`config.mk`:
```
export PLATFORM = sky130hd
export DESIGN_NAME = keccak_lane_collector
export DESIGN_NICKNAME = d
export VERILOG_FILES = /design/src/rtl/keccak_pkg.sv /design/src/rtl/keccak_lane_collector.sv
export SDC_FILE = /design/constraint.sdc
export NUM_CORES = 2
export LEC_CHECK = 0
export CORE_AREA = 2 2 652 654
export CTS_CLUSTER_SIZE = 10
export DETAILED_ROUTE_END_ITERATION = 6
export DIE_AREA = 0 0 654 656
export GPL_TIMING_DRIVEN = 1
export SLEW_MARGIN = 25
export SYNTH_ARGS = -nofsm -noshare
export SYNTH_HDL_FRONTEND = slang
export SYNTH_SLANG_ARGS = --single-unit
```
`constraint.sdc`:
```
create_clock -name clk -period 4.4 [get_ports clk]
set_clock_uncertainty 0.15 [all_clocks]
set_input_delay 0.88 -clock clk [delete_from_list [all_inputs] [get_ports clk]]
set_output_delay 0.88 -clock clk [all_outputs]
set_load 0.05 [all_outputs]
```
`src/rtl/keccak_pkg.sv`:
```
// Shared types and sizes for the Keccak lane collector and its consumers.
package keccak_pkg;

    localparam int unsigned LANE_W  = 64;
    localparam int unsigned NLANES  = 25;
    localparam int unsigned STATE_W = LANE_W * NLANES;

    typedef logic [LANE_W-1:0]  lane_t;
    typedef logic [STATE_W-1:0] state_t;

    typedef enum logic [1:0] {
        IDLE,
        FILL,
        FULL
    } coll_st_e;

endpackage

```
`src/rtl/keccak_lane_collector.sv`:
```
// Assembles 25 pushed 64-bit lanes into one 1600-bit Keccak state block and
// hands it to the permutation over a valid/ready handshake.
module keccak_lane_collector
    import keccak_pkg::*;
#(
    parameter int unsigned IDX_W = 6
) (
    input  logic                 clk,
    input  logic                 reset,
    input  logic                 pushin,
    input  logic                 firstin,
    input  logic [LANE_W-1:0]    din,
    output logic                 stopin,
    output logic                 blk_valid,
    input  logic                 blk_ready,
    output logic [STATE_W-1:0]   blk,
    output logic [IDX_W-1:0]     lane_idx,
    output logic                 err_frame,
    output logic                 err_ovf
);

    localparam int unsigned BASE_W = $clog2(STATE_W);
    localparam logic [IDX_W-1:0] LAST_IDX = IDX_W'(NLANES - 1);

    coll_st_e            st, st_d;
    logic                stop_d, valid_d, errf_d, ovf_d;
    logic [IDX_W-1:0]    idx_d, wr_idx;
    logic                lane_we;
    logic                accept;
    logic [BASE_W-1:0]   wr_base;

    assign accept  = pushin && !stopin;
    assign wr_base = BASE_W'(wr_idx) * BASE_W'(LANE_W);

    // State and registered outputs; blk keeps old lanes until overwritten.
    always_ff @(posedge clk or negedge reset) begin
        if (!reset) begin
            st        <= IDLE;
            stopin    <= 1'b0;
            blk_valid <= 1'b0;
            blk       <= '0;
            lane_idx  <= '0;
            err_frame <= 1'b0;
            err_ovf   <= 1'b0;
        end else begin
            st        <= st_d;
            stopin    <= stop_d;
            blk_valid <= valid_d;
            lane_idx  <= idx_d;
            err_frame <= errf_d;
            err_ovf   <= ovf_d;
            if (lane_we) begin
                blk[wr_base +: LANE_W] <= din;
            end
        end
    end

    // Next-state, lane write decode and flag updates.
    always_comb begin
        st_d    = st;
        stop_d  = stopin;
        valid_d = blk_valid;
        idx_d   = lane_idx;
        errf_d  = 1'b0;
        ovf_d   = err_ovf;
        lane_we = 1'b0;
        wr_idx  = lane_idx;

        if (pushin && stopin) begin
            ovf_d = 1'b1;
        end

        unique case (st)
            IDLE: begin
                if (accept && firstin) begin
                    lane_we = 1'b1;
                    wr_idx  = '0;
                    idx_d   = IDX_W'(1);
                    st_d    = FILL;
                end else if (accept) begin
                    errf_d = 1'b1;
                end
            end
            FILL: begin
                if (accept && firstin) begin
                    // Early restart: the partial block is abandoned in place.
                    errf_d  = 1'b1;
                    lane_we = 1'b1;
                    wr_idx  = '0;
                    idx_d   = IDX_W'(1);
                end else if (accept) begin
                    lane_we = 1'b1;
                    if (lane_idx == LAST_IDX) begin
                        idx_d   = '0;
                        valid_d = 1'b1;
                        stop_d  = 1'b1;
                        st_d    = FULL;
                    end else begin
                        idx_d = lane_idx + IDX_W'(1);
                    end
                end
            end
            FULL: begin
                if (blk_ready) begin
                    valid_d = 1'b0;
                    stop_d  = 1'b0;
                    st_d    = IDLE;
                end
            end
            default: begin
                st_d = IDLE;
            end
        endcase
    end

endmodule

```
Word-level counts from Yosys, hierarchy flattened
Index checks and enable logic that the tools add are counted.

cells by class
  shift-type cells = 2
  $add $sub $neg = 2
  equality and inequality tests = 9
  reduce and logical (&&, ||, !) cells = 11
  muxes and demuxes = 25

operators with widths
  operator                    number
  $bwmux 1600                 1
  $shift 64x13->1600 const A  1
  $shiftx 64x13->1600         1
  $mux 6                      4
  $neg 11->13                 1
  $pmux 6 s2                  1
  $mux 2                      5
  $mux 5                      2
  $ne 2x2->1 const B          5
  $reduce_and 5->1            2
  $mux 1                      8
  $add 6x1->6 const B         1
  $eq 6x5->1 const B          1
  $pmux 1 s2                  3
  $pmux 2 s3                  1
  $reduce_bool 2->1           2
  $logic_and 1x1->1           3
  $ne 3x3->1 const B          1
  $reduce_and 3->1            1
  $eq 2x1->1 const B          1
  $eq 2x2->1 const B          1
  $logic_not 2->1             1
  $reduce_or 2->1             1
  $logic_not 1->1             1

storage, ports and cells
  bits in registers = 1611
  logic and storage cells = 55

Longest topological paths before layout
  depth in word-level cells = 8
  gate-level depth with buffers = 14
  mapped depth without buffers = 9

Worst setup path after synthesis
OpenSTA, ideal clock, no wires.

  kind = input-to-reg
  start = input port firstin
  end = register blk[1284]
  arrival = 3.614 ns
  setup time = 0.125 ns
  data required time = 4.125 ns
  setup slack = 0.510 ns
  stages = 12
  path through = buf_6 -> nor4bb_1 -> buf_2 -> nor2_1 -> inv_1 -> ha_1 -> buf_2 -> o21a_2 -> or2_4 -> nor4_4 -> buf_6 -> mux2_4

on the way
  word-level cells in the longest chain between the ends = 6
  elaborated cells between the ends (all ways) = 10
  those cells by class = 1 x add/sub; 2 x shift; 6 x mux; 1 x reduce/logical

RTL lines
  item                                                       RTL line                                                  source
  start, declared                                            keccak_lane_collector.sv:11                               input logic firstin,
  $logic_and 1x1->1 *                                        keccak_lane_collector.sv:75, keccak_lane_collector.sv:85
  $mux 5                                                     keccak_lane_collector.sv:75, keccak_lane_collector.sv:85
  $mux 5                                                     --
  $neg 11->13                                                keccak_lane_collector.sv:53                               blk[wr_base +: LANE_W] <= din;
  $shiftx 64x13->1600 or $shift 64x13->1600 (tied branches)  keccak_lane_collector.sv:53
  $bwmux 1600                                                keccak_lane_collector.sv:53
  end signal, assigned by index                              keccak_lane_collector.sv:53
  end, declared                                              keccak_lane_collector.sv:16                               output logic [STATE_W-1:0] blk,

Every way passes the cells marked *; elsewhere a longest branch is shown, timed or not.
A chain may end at the register's enable or synchronous reset.

Worst setup path after layout
  start = register st[1]
  end = register blk[922]

on the way
  word-level cells in the longest chain between the ends = 6
  elaborated cells between the ends (all ways) = 9
  those cells by class = 1 x add/sub; 1 x eq/ne; 2 x shift; 3 x mux; 2 x reduce/logical

RTL lines
  item                                                       RTL line                     source
  start, declared                                            keccak_lane_collector.sv:25  coll_st_e st, st_d;
  start signal, assigned                                     keccak_lane_collector.sv:46  st <= st_d;
  $eq 2x1->1 or $logic_not 2->1 (tied branches)              keccak_lane_collector.sv:73  unique case (st)
  $reduce_or 2->1 (no source line)                           --
  $mux 5                                                     --
  $neg 11->13                                                keccak_lane_collector.sv:53
  $shiftx 64x13->1600 or $shift 64x13->1600 (tied branches)  keccak_lane_collector.sv:53
  $bwmux 1600                                                keccak_lane_collector.sv:53

Parallel ways exist; a longest one is shown, timed or not.

==> flow_metrics.tcl <==
set metrics [dict create \
    outcome "completed" \
    startpoint_type "register" \
    fmax_mhz 247.8 \
    hpwlAfterDp_mm 291.0 \
    cp_max_fo 14 \
    num_rows 239 \
    post_synth_num_cell_types 62 \
    drc_errors 0 \
    grt_first_pass_wirelength_mm 468.1 \
    drt-total-wl_mm 362.4 \
    post-route-period-util_pct 91.71 \
    wl_per_cell_um 29.48 \
    reg2regPathDepth 13 \
    postCtsSetupBuffers 0 \
    synth_edf_count 0 \
    final_hold_viol_count 0 \
    pwr_density_cell_nw_per_um2 540.0 \
    ctsHtreeMaxLevel 4 \
    grt_max_degree 116 \
    clkTransAtPathRegs_ns 0.06 \
    dr_total_vias 45320 \
    dr.pass1.iters 5 \
    hold_class "primary input to register" \
    boundaryPins 1679 \
    cts_root_buffer "clkbuf_16" \
    crit_type "register to register" \
    cp-startpoint "st[1]$_DFFE_PN0P_" \
    die_area_um2 429000 \
    numPortBuffers 1678 \
    timing.final.ws_setup_ns 0.3648 \
    core_region_area_um2 422200 \
    async_flop_share_pct 100.0 \
    dpl.cell_count 11960 \
    whs_ns 0.2983 \
    ant_nets 0 \
    setup_viol 0 \
    worstSetupEndpoint "blk[922]$_DFFE_PN0P_" \
    ir_worst_vdd_uv 457.1 \
    drv_cap 0 \
    ff2ff_setup_slack_ns 0.36 \
    syn_area_per_cell_um2 14.09 \
    yosys_warnings 0 \
    dr.first_iter.drc_count 3245 \
    finalMaxSlewViolations 0 \
    overflow 0 \
    drive_above_1_share_pct 32.90 \
    grt_pass1_vias 46010 \
    reg2reg_to "blk[922]$_DFFE_PN0P_" \
    crit_required_ns 4.98 \
    ys_seq_elements 1611 \
    syn_to_final_growth_pct 55.19 \
    cts_buffer_depth 4 \
    cp-end-kind "register" \
    p_leak_nw 43.26 \
    start_util_pct 14.66 \
    ys_seq_area_share_pct 65.13 \
    syn-cell-area_um2 61900 \
    cts.sink_count 1611 \
    clk_latency_ns 0.92 \
    die_h_um 656 \
    grt.total_usage_pct 16.37 \
    die_w_um 654 \
    rr_startpoint "st[1]$_DFFE_PN0P_" \
    vias_per_cell 3.686 \
    cts_made_buffers 205 \
    synth_ff_type "dfrtp_1" \
    crit_arrival_ns 4.62 \
    fin_setup_tns_ns 0 \
    dp_slack_ns -0.7143 \
    synthCells 4393 \
    power_mw 51.87 \
    fin_crit_ns 4.035 \
    fin_nets 6581 \
    gp_congestion 0.8342 \
    rsz0062_at_grt "no" \
    tightest_slew_ns 1.044 \
    instances_no_fill 12290 \
    antenna_found_initial 71 \
    slew_headroom_pct 30.19 \
    cts_tree "yes" \
    synthesis.nets 4467 \
]
==> where the power goes <==
group	internal, mW	total [mW]	switching [mW]	leakage, nW
sequential	16.3	17.2	0.853	22.1
combinational	5.89	18.6	12.7	18.2
clock	9.08	16.1	6.98	2.95
==> registers in the layout, indices dropped and copies added, names as in the netlist <==
register,count
st,2
blk_valid,1
lane_idx,6
err_frame,1
err_ovf,1
blk,1600
==> worst min-delay path by stage <==
stage | startpoint | cells after the start | end
after global placement | err_ovf$_DFFE_PN0P_ | 1 | err_ovf$_DFFE_PN0P_
after global routing | din[15] | 2 | blk[143]$_DFFE_PN0P_
after CTS | din[15] | 2 | blk[143]$_DFFE_PN0P_
after floorplan | st[1]$_DFFE_PN0P_ | 1 | st[0]$_DFFE_PN0P_
after detailed placement | err_ovf$_DFFE_PN0P_ | 1 | err_ovf$_DFFE_PN0P_
final | din[63] | 2 | blk[1599]$_DFFE_PN0P_
==> cells in the final DEF, fill, tap and decap left out, types with 4 or more instances in the layout <==
cell and instances:
ha_1 5, diode_2 26, o21ai_0 286, nand4_1 4, nor3_1 6, inv_1 31, nand3_1 31, clkdlybuf4s50_1 1629
mux2_2 1202, clkinvlp_4 9, clkbuf_1 37, inv_16 4, nor2b_1 7, inv_6 4, clkinv_4 5, nand2_1 392
mux2_1 26, buf_4 450, clkbuf_8 19, buf_12 115, or2_4 4, mux2_4 60, buf_2 36, nor2_1 271
bufinv_16 5, nand3_4 4, dfrtp_1 1611, clkinv_2 10, o21ai_1 32, clkbuf_16 205, o31ai_1 28
==> per-stage QoR <==
step                area [um2]  util (%)
floorplan                61900         -
global placement         89910     21.29
detailed placement       89890     21.29
CTS                      96000     22.73
global route             96000     22.74
finish                   96060     22.75
==> synth_stat cells (2+ instances only) <==
cell type | number | area, um2
mux2_4 | 60 | 900.9
nor3b_1 | 3 | 22.52
nand2_1 | 395 | 1483
o21a_1 | 2 | 15.01
nand2b_1 | 2 | 12.51
o31ai_1 | 28 | 210.2
nand4_1 | 4 | 25.02
nor3_1 | 7 | 35.03
o21ai_1 | 32 | 160.2
xor2_1 | 3 | 26.28
clkbuf_1 | 198 | 743.2
buf_2 | 97 | 485.5
a31oi_1 | 3 | 18.77
nor4b_1 | 4 | 35.03
a21oi_1 | 3 | 15.01
nor2_1 | 274 | 1028
nor2b_1 | 7 | 43.79
o22ai_1 | 2 | 12.51
nand3_1 | 34 | 170.2
or3_1 | 2 | 12.51
nand3b_1 | 2 | 15.01
nand4bb_1 | 2 | 22.52
and2_1 | 2 | 12.51
ha_1 | 5 | 62.56
mux2_2 | 1202 | 13540
buf_1 | 2 | 7.510
nor4_4 | 2 | 42.54
o2111ai_1 | 2 | 17.52
or4b_1 | 2 | 20.02
dfrtp_1 | 1611 | 40310
buf_4 | 9 | 67.56
xnor2_1 | 2 | 17.52
mux2_1 | 26 | 292.8
or2_2 | 3 | 18.77
o21ai_0 | 286 | 1431
buf_6 | 19 | 214.0
inv_1 | 31 | 116.4
==> routing by layer <==
layer | GRT usage (%) | share of wire (%) | vias up
met5 | 0 | 0.011 | -
met4 | 4.556 | 3.0 | 6
met3 | 5.004 | 7.9 | 380
met2 | 27.75 | 49 | 1673
met1 | 19.93 | 41 | 23920
li1 | - | - | 19340
==> layout make-up <==
cell class,count,area [um2]
fillers,45000,326200
flip-flops and latches,1611,40310
repair buffers,2232,22200
multi-input cells,2426,20180
well taps,5663,7086
clock buffers,261,5530
clock inverters,43,565.5
inverters,31,116.4
diodes,26,65.06
==> cells by family after synthesis <==
group           after synthesis  synth area share (%)
compound gates              369                 3.198
flops                      1611                 65.13
xor+xnor                      5               0.07076
mux                        1289                 23.81
simple gates                758                 5.046
fa+ha+maj                     5                0.1011
buf+inv                     356                 2.640
==> worst max-delay path: stages, from the launching register on <==
cell and delay [ns]:
dfrtp_1 0.48, nor4bb_2 0.54, buf_4 0.26, nor2_1 0.10
inv_1 0.09, ha_1 0.25, buf_4 0.15, a21boi_0 0.16
buf_4 0.16, nor2_4 0.04, nor4b_2 0.55, buf_4 0.28
buf_12 0.20, mux2_2 0.37
==> what timing repair did <==
action                                  CTS  global route
gates resized for setup                   0             1
endpoints found under the hold margin    60             0
endpoints found under the setup margin    0             6
hold buffers                              1             0
No activity file was read; power rests on OpenSTA's default activity.
